--- src/rtl/call_sequencer.sv ---
// call_sequencer: call/return/interrupt control for the return-address stack.
// Drives push/pop to the stack and redirects the PC; tracks stack depth.
module call_sequencer #(
    parameter logic [9:0] VECTOR    = 10'h3F0,
    parameter bit         IE_RESET  = 1'b1,
    parameter int         DEPTH_MAX = 8
) (
    input  logic       clk,
    input  logic       reset,
    input  logic       call,
    input  logic       ret,
    input  logic       reti,
    input  logic       irq,
    input  logic [9:0] pc_ret,
    input  logic [9:0] dest,
    input  logic [9:0] outpop,
    output logic       push,
    output logic       pop,
    output logic [9:0] inpush,
    output logic       pc_load,
    output logic [9:0] pc_out,
    output logic       stall,
    output logic       ie,
    output logic [3:0] depth,
    output logic       ovf,
    output logic       unf
);

    typedef enum logic {
        S_IDLE,
        S_RET_WAIT
    } state_t;

    localparam logic [3:0] L_MAX = 4'(DEPTH_MAX);

    state_t     r_state;
    logic [3:0] r_depth;
    logic       r_ovf;
    logic       r_unf;
    logic       r_ie;
    logic       r_is_reti;

    state_t     w_next;
    logic [3:0] w_depth_nxt;
    logic       w_ovf_set;
    logic       w_unf_set;
    logic       w_ie_nxt;
    logic       w_is_reti_nxt;
    logic       w_push;
    logic       w_pop;
    logic       w_load;
    logic       w_stall;
    logic [9:0] w_pc_out;
    logic       w_full;

    assign w_full = (r_depth >= L_MAX);

    // Next-state and Mealy outputs; ret/reti beat call, call beats irq.
    always_comb begin
        w_next        = r_state;
        w_depth_nxt   = r_depth;
        w_ovf_set     = 1'b0;
        w_unf_set     = 1'b0;
        w_ie_nxt      = r_ie;
        w_is_reti_nxt = r_is_reti;
        w_push        = 1'b0;
        w_pop         = 1'b0;
        w_load        = 1'b0;
        w_stall       = 1'b0;
        w_pc_out      = dest;
        unique case (r_state)
            S_IDLE: begin
                if (ret || reti) begin
                    if (r_depth != 4'd0) begin
                        w_pop         = 1'b1;
                        w_stall       = 1'b1;
                        w_depth_nxt   = r_depth - 4'd1;
                        w_is_reti_nxt = reti;
                        w_next        = S_RET_WAIT;
                    end else begin
                        w_unf_set = 1'b1;
                        if (reti) w_ie_nxt = 1'b1;
                    end
                end else if (call || (irq && r_ie)) begin
                    w_load   = 1'b1;
                    w_pc_out = call ? dest : VECTOR;
                    if (!call) w_ie_nxt = 1'b0;
                    if (w_full) begin
                        w_ovf_set = 1'b1;
                    end else begin
                        w_push      = 1'b1;
                        w_depth_nxt = r_depth + 4'd1;
                    end
                end
            end
            S_RET_WAIT: begin
                w_load   = 1'b1;
                w_stall  = 1'b1;
                w_pc_out = outpop;
                if (r_is_reti) w_ie_nxt = 1'b1;
                w_next   = S_IDLE;
            end
        endcase
    end

    // State, depth, flags; a reset cycle wins over any pending return.
    always_ff @(posedge clk) begin
        if (reset) begin
            r_state   <= S_IDLE;
            r_depth   <= 4'd0;
            r_ovf     <= 1'b0;
            r_unf     <= 1'b0;
            r_ie      <= IE_RESET;
            r_is_reti <= 1'b0;
        end else begin
            r_state   <= w_next;
            r_depth   <= w_depth_nxt;
            r_ovf     <= r_ovf | w_ovf_set;
            r_unf     <= r_unf | w_unf_set;
            r_ie      <= w_ie_nxt;
            r_is_reti <= w_is_reti_nxt;
        end
    end

    // Strobes are suppressed in a reset cycle so no jump lands on that edge.
    always_comb begin
        push    = w_push & ~reset;
        pop     = w_pop & ~reset;
        pc_load = w_load & ~reset;
        stall   = w_stall & ~reset;
    end

    assign pc_out = w_pc_out;
    assign inpush = pc_ret;
    assign ie     = r_ie;
    assign depth  = r_depth;
    assign ovf    = r_ovf;
    assign unf    = r_unf;

endmodule

--- config.mk ---
export PLATFORM = sky130hd
export DESIGN_NAME = call_sequencer
export DESIGN_NICKNAME = d
export VERILOG_FILES = /design/src/rtl/call_sequencer.sv
export SDC_FILE = /design/constraint.sdc
export NUM_CORES = 1
export LEC_CHECK = 0
export ABC_AREA = 0
export BUFFER_PORTS_ARGS = -buffer_cell sky130_fd_sc_hd__buf_2
export CAP_MARGIN = 20
export CORE_ASPECT_RATIO = 1.4
export CORE_MARGIN = 4
export CORE_UTILIZATION = 39
export DETAILED_ROUTE_END_ITERATION = 6
export PLACE_DENSITY_LB_ADDON = 0.05
export SETUP_SLACK_MARGIN = 0.1
export SKIP_CTS_REPAIR_TIMING = 1
export SLEW_MARGIN = 15
export SYNTH_ARGS = -nofsm -noshare
export SYNTH_HDL_FRONTEND = slang
export SYNTH_SLANG_ARGS = --single-unit
--- constraint.sdc ---
create_clock -name clk -period 3.05 [get_ports clk]
set_clock_uncertainty 0.05 [all_clocks]
set_input_delay 0.305 -clock clk [delete_from_list [all_inputs] [get_ports clk]]
set_output_delay 0.305 -clock clk [all_outputs]
set_load 0.02 [all_outputs]
After elaboration in Yosys (flattened, before gate mapping)
Index checks and enable logic that the tools add are counted.
{"block": "totals", "ff_bits": 9, "out_inout_bits": 31}
{"block": "op_classes", "n_lt_le_gt_ge": 1, "reduce_logical": 8, "muxes": 34, "n_bitwise": 8, "n_eq_ne": 7, "n_addsub": 2}
{"cell": "two-way mux 10 bit", "n": 3}
{"cell": "two-way mux 1 bit", "n": 22}
{"cell": "case mux 10 bit (2 select lines)", "n": 1}
{"cell": "two-way mux 4 bit", "n": 4}
{"cell": "!= test 3 bit (second input constant)", "n": 4}
{"cell": "case mux 1 bit (2 select lines)", "n": 4}
{"cell": "!= test 2 x 1 -> 1 bit (second input constant)", "n": 3}
{"cell": "AND reduction 5 bit", "n": 1}
{"cell": "adder 4 x 1 -> 4 bit (second input constant)", "n": 1}
{"cell": "AND 1 bit", "n": 4}
{"cell": "greater-or-equal comparator 4 bit (second input constant)", "n": 1}
{"cell": "AND reduction 4 bit", "n": 1}
{"cell": "nonzero test 4 bit", "n": 1}
{"cell": "subtractor 4 x 1 -> 4 bit (second input constant)", "n": 1}
{"cell": "AND reduction 3 bit", "n": 1}
{"cell": "logical OR 1 bit", "n": 2}
{"cell": "inverter 1 bit", "n": 2}
{"cell": "bitwise OR 1 bit", "n": 2}
{"cell": "nonzero test 2 bit", "n": 1}
{"cell": "logical AND 1 bit", "n": 1}

Longest topological paths before layout
Gate-level depths: netlist of the first run.
{"block": "depth", "ltp_word": 6, "ltp_mapped": 8}

Least setup slack after synthesis of the first run
No wires, ideal clock.
{"block": "synth_path", "path_kind": "flip-flop to output port", "startpoint": "reg r_ie (netlist: ie)", "endpoint": "out push", "setup_slack_ns": 1.201, "n_path_buf": 0, "path_stages_with_launch": 4, "t_arrival_ns": 1.494, "required_time_ns": 2.695, "path_cell_list": "dfxtp_1 a21oi_1 nor2_1 nor4b_1"}
{"block": "synth_via", "elab_chain_cells": 6}
{"item": "from (decl)", "line_no": "40", "rtl": "logic r_ie;"}
{"item": "from (signal assigned)", "line_no": "120", "rtl": "r_ie <= w_ie_nxt;"}
{"item": "logical AND 1 bit", "line_no": "84", "rtl": "end else if (call || (irq && r_ie)) begin"}
{"item": "logical OR 1 bit", "line_no": "84"}
{"item": "two-way mux 1 bit", "line_no": "84"}
{"item": "two-way mux 1 bit", "line_no": "73", "rtl": "if (ret || reti) begin"}
{"item": "two-way mux 1 bit", "line_no": "71", "rtl": "unique case (r_state)"}
{"item": "AND 1 bit", "line_no": "127", "rtl": "push = w_push & ~reset;"}
{"item": "to (decl)", "line_no": "17", "rtl": "output logic push,"}
Every way passes these cells.

Worst setup path in the final report of the first run
{"block": "layout_path", "startpoint": "reg r_state", "endpoint": "out pc_out[7]"}
{"block": "layout_via", "elab_chain_cells": 2}
{"item": "from (decl)", "line_no": "36", "rtl": "state_t r_state;"}
{"item": "from (signal assigned)", "line_no": "116", "rtl": "r_state <= w_next;"}
{"item": "inverter 1 bit (no line)"}
{"item": "case mux 10 bit (2 select lines) *", "line_no": "71"}
{"item": "to (decl)", "line_no": "21", "rtl": "output logic [9:0] pc_out,"}
Every way passes the cells marked *; elsewhere a longest branch is shown, timed or not.

==> impl_metrics.toml, run 1 <==
[clocking]
cts_tree = "yes"
clockBufferDepth = 2
cts.htree.levels = 1
clkTransAtPathRegs_ps = 60
cts_buffers = 3
cts-root-buf = "clkbuf_4"
clkLatencyLatePin_ps = 260
numClockSinks = 9

[run]
max_cap_viol_count = 0

[outcome]
outcome = "completed"

[power_and_ir_drop]
ir_drop_mv = 0.396
leakagePower_uw = 0.000447
power.density_nw_per_um2 = 908

[floorplanning]
fp.dieH_um = 59.4
core-area_um2 = 1780
initial_core_util = 0.414
die_area_um2 = 2660
io_pins = 67
fp.dieW_um = 44.7
num_rows = 18

[logic_synthesis]
synth_top_area_share = 0.245
synth-edff-count = 0
synthArstFlopShare = 0
ys.flop_type = "dfxtp_1"
yosysSeqAreaShare = 0.245
ys_warn_count = 0
synth-seq-cells = 9
synth_cell_type_count = 33
synth_area_leaders = "dfxtp_1 (24%), buf_4 (10%), o22a_1 (7.1%)"
synthesis.nets = 129
yosys.area.top_type = "dfxtp_1"
syn_inst = 91
synth.avg_cell_area_um2 = 8.08
syn_area_um2 = 736

[setup_path]
rrSetupSlack_ps = 1230
criticalPathCategory = "flip-flop to primary output"
cp_max_fo = 16
crit_path_end_kind = "primary output"
cp_cell_sequence = "inv_1, o22a_1, buf_2"
worstPathRequired_ps = 2690
slowest_delay_ps = 640
r2r_cells = 6
r2r_start = "depth[1]"
critPathSlowestCell = "dfxtp_1"
crit_arrival_ps = 1650
worstReg2RegEnd = "depth[2]"
critPathLaunchType = "flip-flop"

[grt]
grt_use_total = 0.155
grt.overflow.total = 0
grt_max_degree = 17
globalRouteMet1Util = 0.156
grt_pass1_wl_um = 3040
grt_util_met3 = 0.0395
antenna_found_initial = 0
grt_pass1_vias = 709
use_met2 = 0.273
busiest_layer = "met2"

[timing]
max_freq_ghz = 0.498
slew_violations = 0
max-slew-margin-rel = 0.663
setup_violations = 0
fin_ws_ps = 1040
final.setup.tns_ps = 0
finalHoldViolCount = 0
worst_pin_slew_ps = 504
period_minus_slack_ps = 2010
post-route-period-util = 0.658
rsz0062_at_grt = "false"

[final_layout]
drive_above_1_share = 0.433
ff_latch_area_um2 = 180
multi_input_area_um2 = 457
area_growth_pct = 25.9
diodes = 0
n_fill_cell = 186
nets = 166

[place]
dp_hpwl_um = 1580
place_ws_ps = 1070
io_buffers = 46
gp_congestion = 0.811

[drt]
first_iter_violations = 11
drt-total-wl_um = 2000
viasPerCell = 5.54
postRouteAntennaNets = 0
drtPass1Iterations = 2
wire_per_inst_um = 13.6
num_vias = 815
drc = 0

[min_path]
min_to = "ie"
hold_path_class = "primary input to flip-flop"
hold_start = "call"
min_path_cells = 3
## sequential cells by signal (all words and copies together), names as in the netlist
signal,count
depth,4
ie,1
ovf,1
r_is_reti,1
r_state,1
unf,1
## cell families (layout without fill, tap and decap cells)
logic type	Yosys count	count (layout)	synth area share
muxes	1	1	0.0153
AOI/OAI and AO/OA	33	33	0.313
buffers and inverters	16	52	0.134
adders and majority gates	2	2	0.0340
and+or+nand+nor	30	30	0.259
DFF	9	9	0.245
## per-layer routing
| metal | wire (µm) | vias up |
|---|---|---|
| li1 | - | 409 |
| met1 | 740 | 359 |
| met2 | 955 | 43 |
| met3 | 265 | 4 |
| met4 | 38 | 0 |
| met5 | 0 | - |
## cell usage in the layout (no fill, tap or decap)
cell	count
a21oi_1	7
a22o_1	4
a2bb2oi_1	1
a31oi_1	3
buf_2	46
clkbuf_1	1
clkbuf_4	3
dfxtp_1	9
ha_1	2
inv_1	1
inv_2	1
mux2_2	1
nand2_1	2
nand3_1	3
nand4b_1	1
nor2_1	11
nor2_8	1
nor2b_1	1
nor3_1	3
nor4_1	2
nor4_4	1
nor4b_1	1
o211ai_1	1
o21a_1	3
o21ai_0	5
o21ai_2	1
o22a_1	6
o31ai_1	1
o41ai_1	1
or2_1	1
or3_1	1
or4_4	1
or4b_1	1
## where the power goes
part | total [µW] | switching (µW) | internal [µW]
registers | 228 | 71.3 | 156
clock network | 93.0 | 42.5 | 50.5
logic | 520 | 299 | 221
## critical path, delay by kind of cell (launching register included)
| kind | cells | cell delay [ps] |
|---|---|---|
| compound gates | 1 | 280 |
| flops | 1 | 640 |
| buf+inv | 2 | 470 |
## through the flow
step,util,std cells,hold WS [ps],total power (µW),cell area [µm²]
finish,0.520,147,272,841,926
global route,0.520,147,287,912,926
CTS,0.520,147,267,848,926
detailed placement,0.506,143,417,752,900
global placement,0.506,143,400,751,900
floorplan,-,91,334,622,736
## cell usage after synthesis (3+ instances only)
cell	n
clkbuf_1	3
o22a_1	6
a21oi_1	7
a22o_1	4
nand3_1	3
dfxtp_1	9
o21a_1	3
nor2_1	11
nor3_1	3
a31oi_1	3
o21ai_0	5
buf_4	10
## area by class of cell
type / count / area share
Multi-Input combinational cell: 66 / 0.493
Tap cell: 20 / 0.0270
Clock buffer: 4 / 0.0284
Inverter: 2 / 0.00811
Timing Repair Buffer: 46 / 0.249
Sequential cell: 9 / 0.195
## how the worst max path moves through the flow
stage,to,cells past startpoint,startpoint
finish,pc_out[7],3,r_state
floorplan,push,3,ie
global route,pc_out[6],3,r_state
detailed placement,depth[3],8,reti
global placement,depth[3],8,reti
CTS,pc_out[7],3,r_state
Power figures use the tool's default switching activity.
==> run 2: changes to the inputs <==
--- a/config.mk
+++ b/config.mk
@@ -5,12 +5,12 @@
 export SDC_FILE = /design/constraint.sdc
 export NUM_CORES = 1
 export LEC_CHECK = 0
-export ABC_AREA = 0
+export ABC_AREA = 1
 export BUFFER_PORTS_ARGS = -buffer_cell sky130_fd_sc_hd__buf_2
 export CAP_MARGIN = 20
 export CORE_ASPECT_RATIO = 1.4
 export CORE_MARGIN = 4
-export CORE_UTILIZATION = 39
+export CORE_UTILIZATION = 38
 export DETAILED_ROUTE_END_ITERATION = 6
 export PLACE_DENSITY_LB_ADDON = 0.05
 export SETUP_SLACK_MARGIN = 0.1
==> constraint.sdc (replaced) <==
create_clock -name clk -period 2 [get_ports clk]
set_clock_uncertainty 0.05 [all_clocks]
set_input_delay 0.2 -clock clk [delete_from_list [all_inputs] [get_ports clk]]
set_output_delay 0.2 -clock clk [all_outputs]
set_load 0.02 [all_outputs]
==> impl_metrics.toml, run 2 <==
[outcome]
outcome = "completed"

[clocking]
clockBufferDepth = 2
clkTransAtPathRegs_ps = 70
clkLatencyLatePin_ps = 270
cts_buffers = 3
cts_tree = "yes"
cts-root-buf = "clkbuf_4"
numClockSinks = 9
cts.htree.levels = 1

[final_layout]
mostFrequentLayoutCell = "buf_2"
diodes = 0
instances_no_fill = 183
area_growth_pct = 24.6
final_cell_mix = "buf_2 (46), nand2_1 (28), nor2_1 (20), a21oi_1 (12)"
drive_above_1_share = 0.389
largest_register_ffs = 4
nets = 201

[power_and_ir_drop]
leakagePower_uw = 0.000567
p_comb_frac = 0.651
p_switching_uw = 698
netSwitchingFraction = 0.521
total_power_uw = 1340
power.density_nw_per_um2 = 1330
clockPowerShare = 0.108
ir_drop_mv = 0.653
seq_power_share = 0.241
internal-power_uw = 642

[logic_synthesis]
ys.flop_type = "dfxtp_1"
synth.avg_cell_area_um2 = 6.53
synth-seq-cells = 9
synth_cell_type_count = 26
yosysSeqAreaShare = 0.223
synthesis.nets = 162
synth-edff-count = 0
synth_area_leaders = "dfxtp_1 (22%), nand2_1 (13%), buf_4 (9.3%)"
ys_warn_count = 0
syn_area_um2 = 810
synthArstFlopShare = 0
yosys.area.top_type = "dfxtp_1"
synth_top_area_share = 0.223
synth.top_cells.by_count = "nand2_1 (28), nor2_1 (20), a21oi_1 (12), buf_4 (10)"
synth.most_common_cell = "nand2_1"
syn_inst = 124

[timing]
slew_violations = 0
fin_ws_ps = 224
rsz0062_at_grt = "false"
max_freq_ghz = 0.563
worst_pin_slew_ps = 405
setup_violations = 0
final.setup.tns_ps = 0
period_minus_slack_ps = 1780
post-route-period-util = 0.888
max-slew-margin-rel = 0.730
finalHoldViolCount = 0

[floorplanning]
num_rows = 19
fp.dieH_um = 62.6
core-area_um2 = 2000
die_area_um2 = 2940
fp.dieW_um = 47.0
initial_core_util = 0.405
io_pins = 67

[grt]
grt_max_degree = 19
grt.overflow.total = 0
grt_use_total = 0.146
antenna_found_initial = 0
grt_pass1_vias = 796
grt_pass1_wl_um = 3260

[setup_path]
crit_path_end_kind = "primary output"
worstPathRequired_ps = 1750
critPathSlowestCell = "dfxtp_1"
crit_arrival_ps = 1530
criticalPathCategory = "flip-flop to primary output"
rrSetupSlack_ps = 500
critPathLaunchType = "flip-flop"
cp_max_fo = 18
cp_cell_sequence = "inv_2, nand2_1, nor2_1, buf_2"
r2r_cells = 5
slowest_delay_ps = 570

[run]
max_cap_viol_count = 0

[place]
place_ws_ps = 440
dp_hpwl_um = 1730
io_buffers = 46
gp_congestion = 0.747
dp.cells = 179

[drt]
postRouteAntennaNets = 0
num_vias = 908
wire_per_inst_um = 11.6
drc = 0
drt-total-wl_um = 2120
drtPass1Iterations = 4
first_iter_violations = 16
viasPerCell = 4.96

[min_path]
min_path_cells = 3
hold_path_class = "primary input to flip-flop"
==> run 2: layout make-up <==
class                      count  area, µm²
sequential                     9        180
timing repair buffer          46        230
clock buffer                   4       26.3
multi-input combinational     90        497
tap                           21       26.3
inverter                      13       48.8
fill                         237        988
==> run 2: logic make-up after synthesis <==
kind of cell | Yosys count | synth area share
adders and majority gates | 2 | 0.0309
and+or+nand+nor | 65 | 0.413
buffers and inverters | 25 | 0.164
xor gates and xnor gates | 3 | 0.0325
DFF | 9 | 0.223
AOI/OAI and AO/OA | 20 | 0.138
==> run 2: final timing paths <==
kind | start | end
worst min register to register | ovf | ovf
worst max register to register | r_state | ie
worst max-delay path | r_state | pop
worst min-delay path | call | ie
==> run 2: power groups by stage <==
stage | logic, µW | clock network [µW] | registers (µW)
after floorplan | 636 | 0 | 363
after global placement | 870 | 0 | 326
after detailed placement | 878 | 0 | 329
after CTS | 884 | 151 | 325
after global routing | 981 | 163 | 339
final | 872 | 144 | 323
==> run 2: through the flow <==
stage                util  area, µm²  hold WS (ps)
detailed placement  0.492        982           350
finish              0.505       1010           123
CTS                 0.505       1010           119
global route        0.505       1010           152
global placement    0.492        982           350
floorplan               -        810           222
==> run 2: metal layers <==
layer | track usage | routed length, µm | vias to the layer above
met1 | 0.154 | 845 | 401
met2 | 0.260 | 1030 | 38
met4 | 0.0519 | 26 | 0
met5 | 0 | 0 | -
met3 | 0.0375 | 219 | 5
li1 | - | - | 464
==> run 2: critical path, delay by kind of cell (launching register included) <==
kind / cells / cell delay (ps)
buf+inv: 2 / 400
simple gates: 2 / 290
flops: 1 / 570
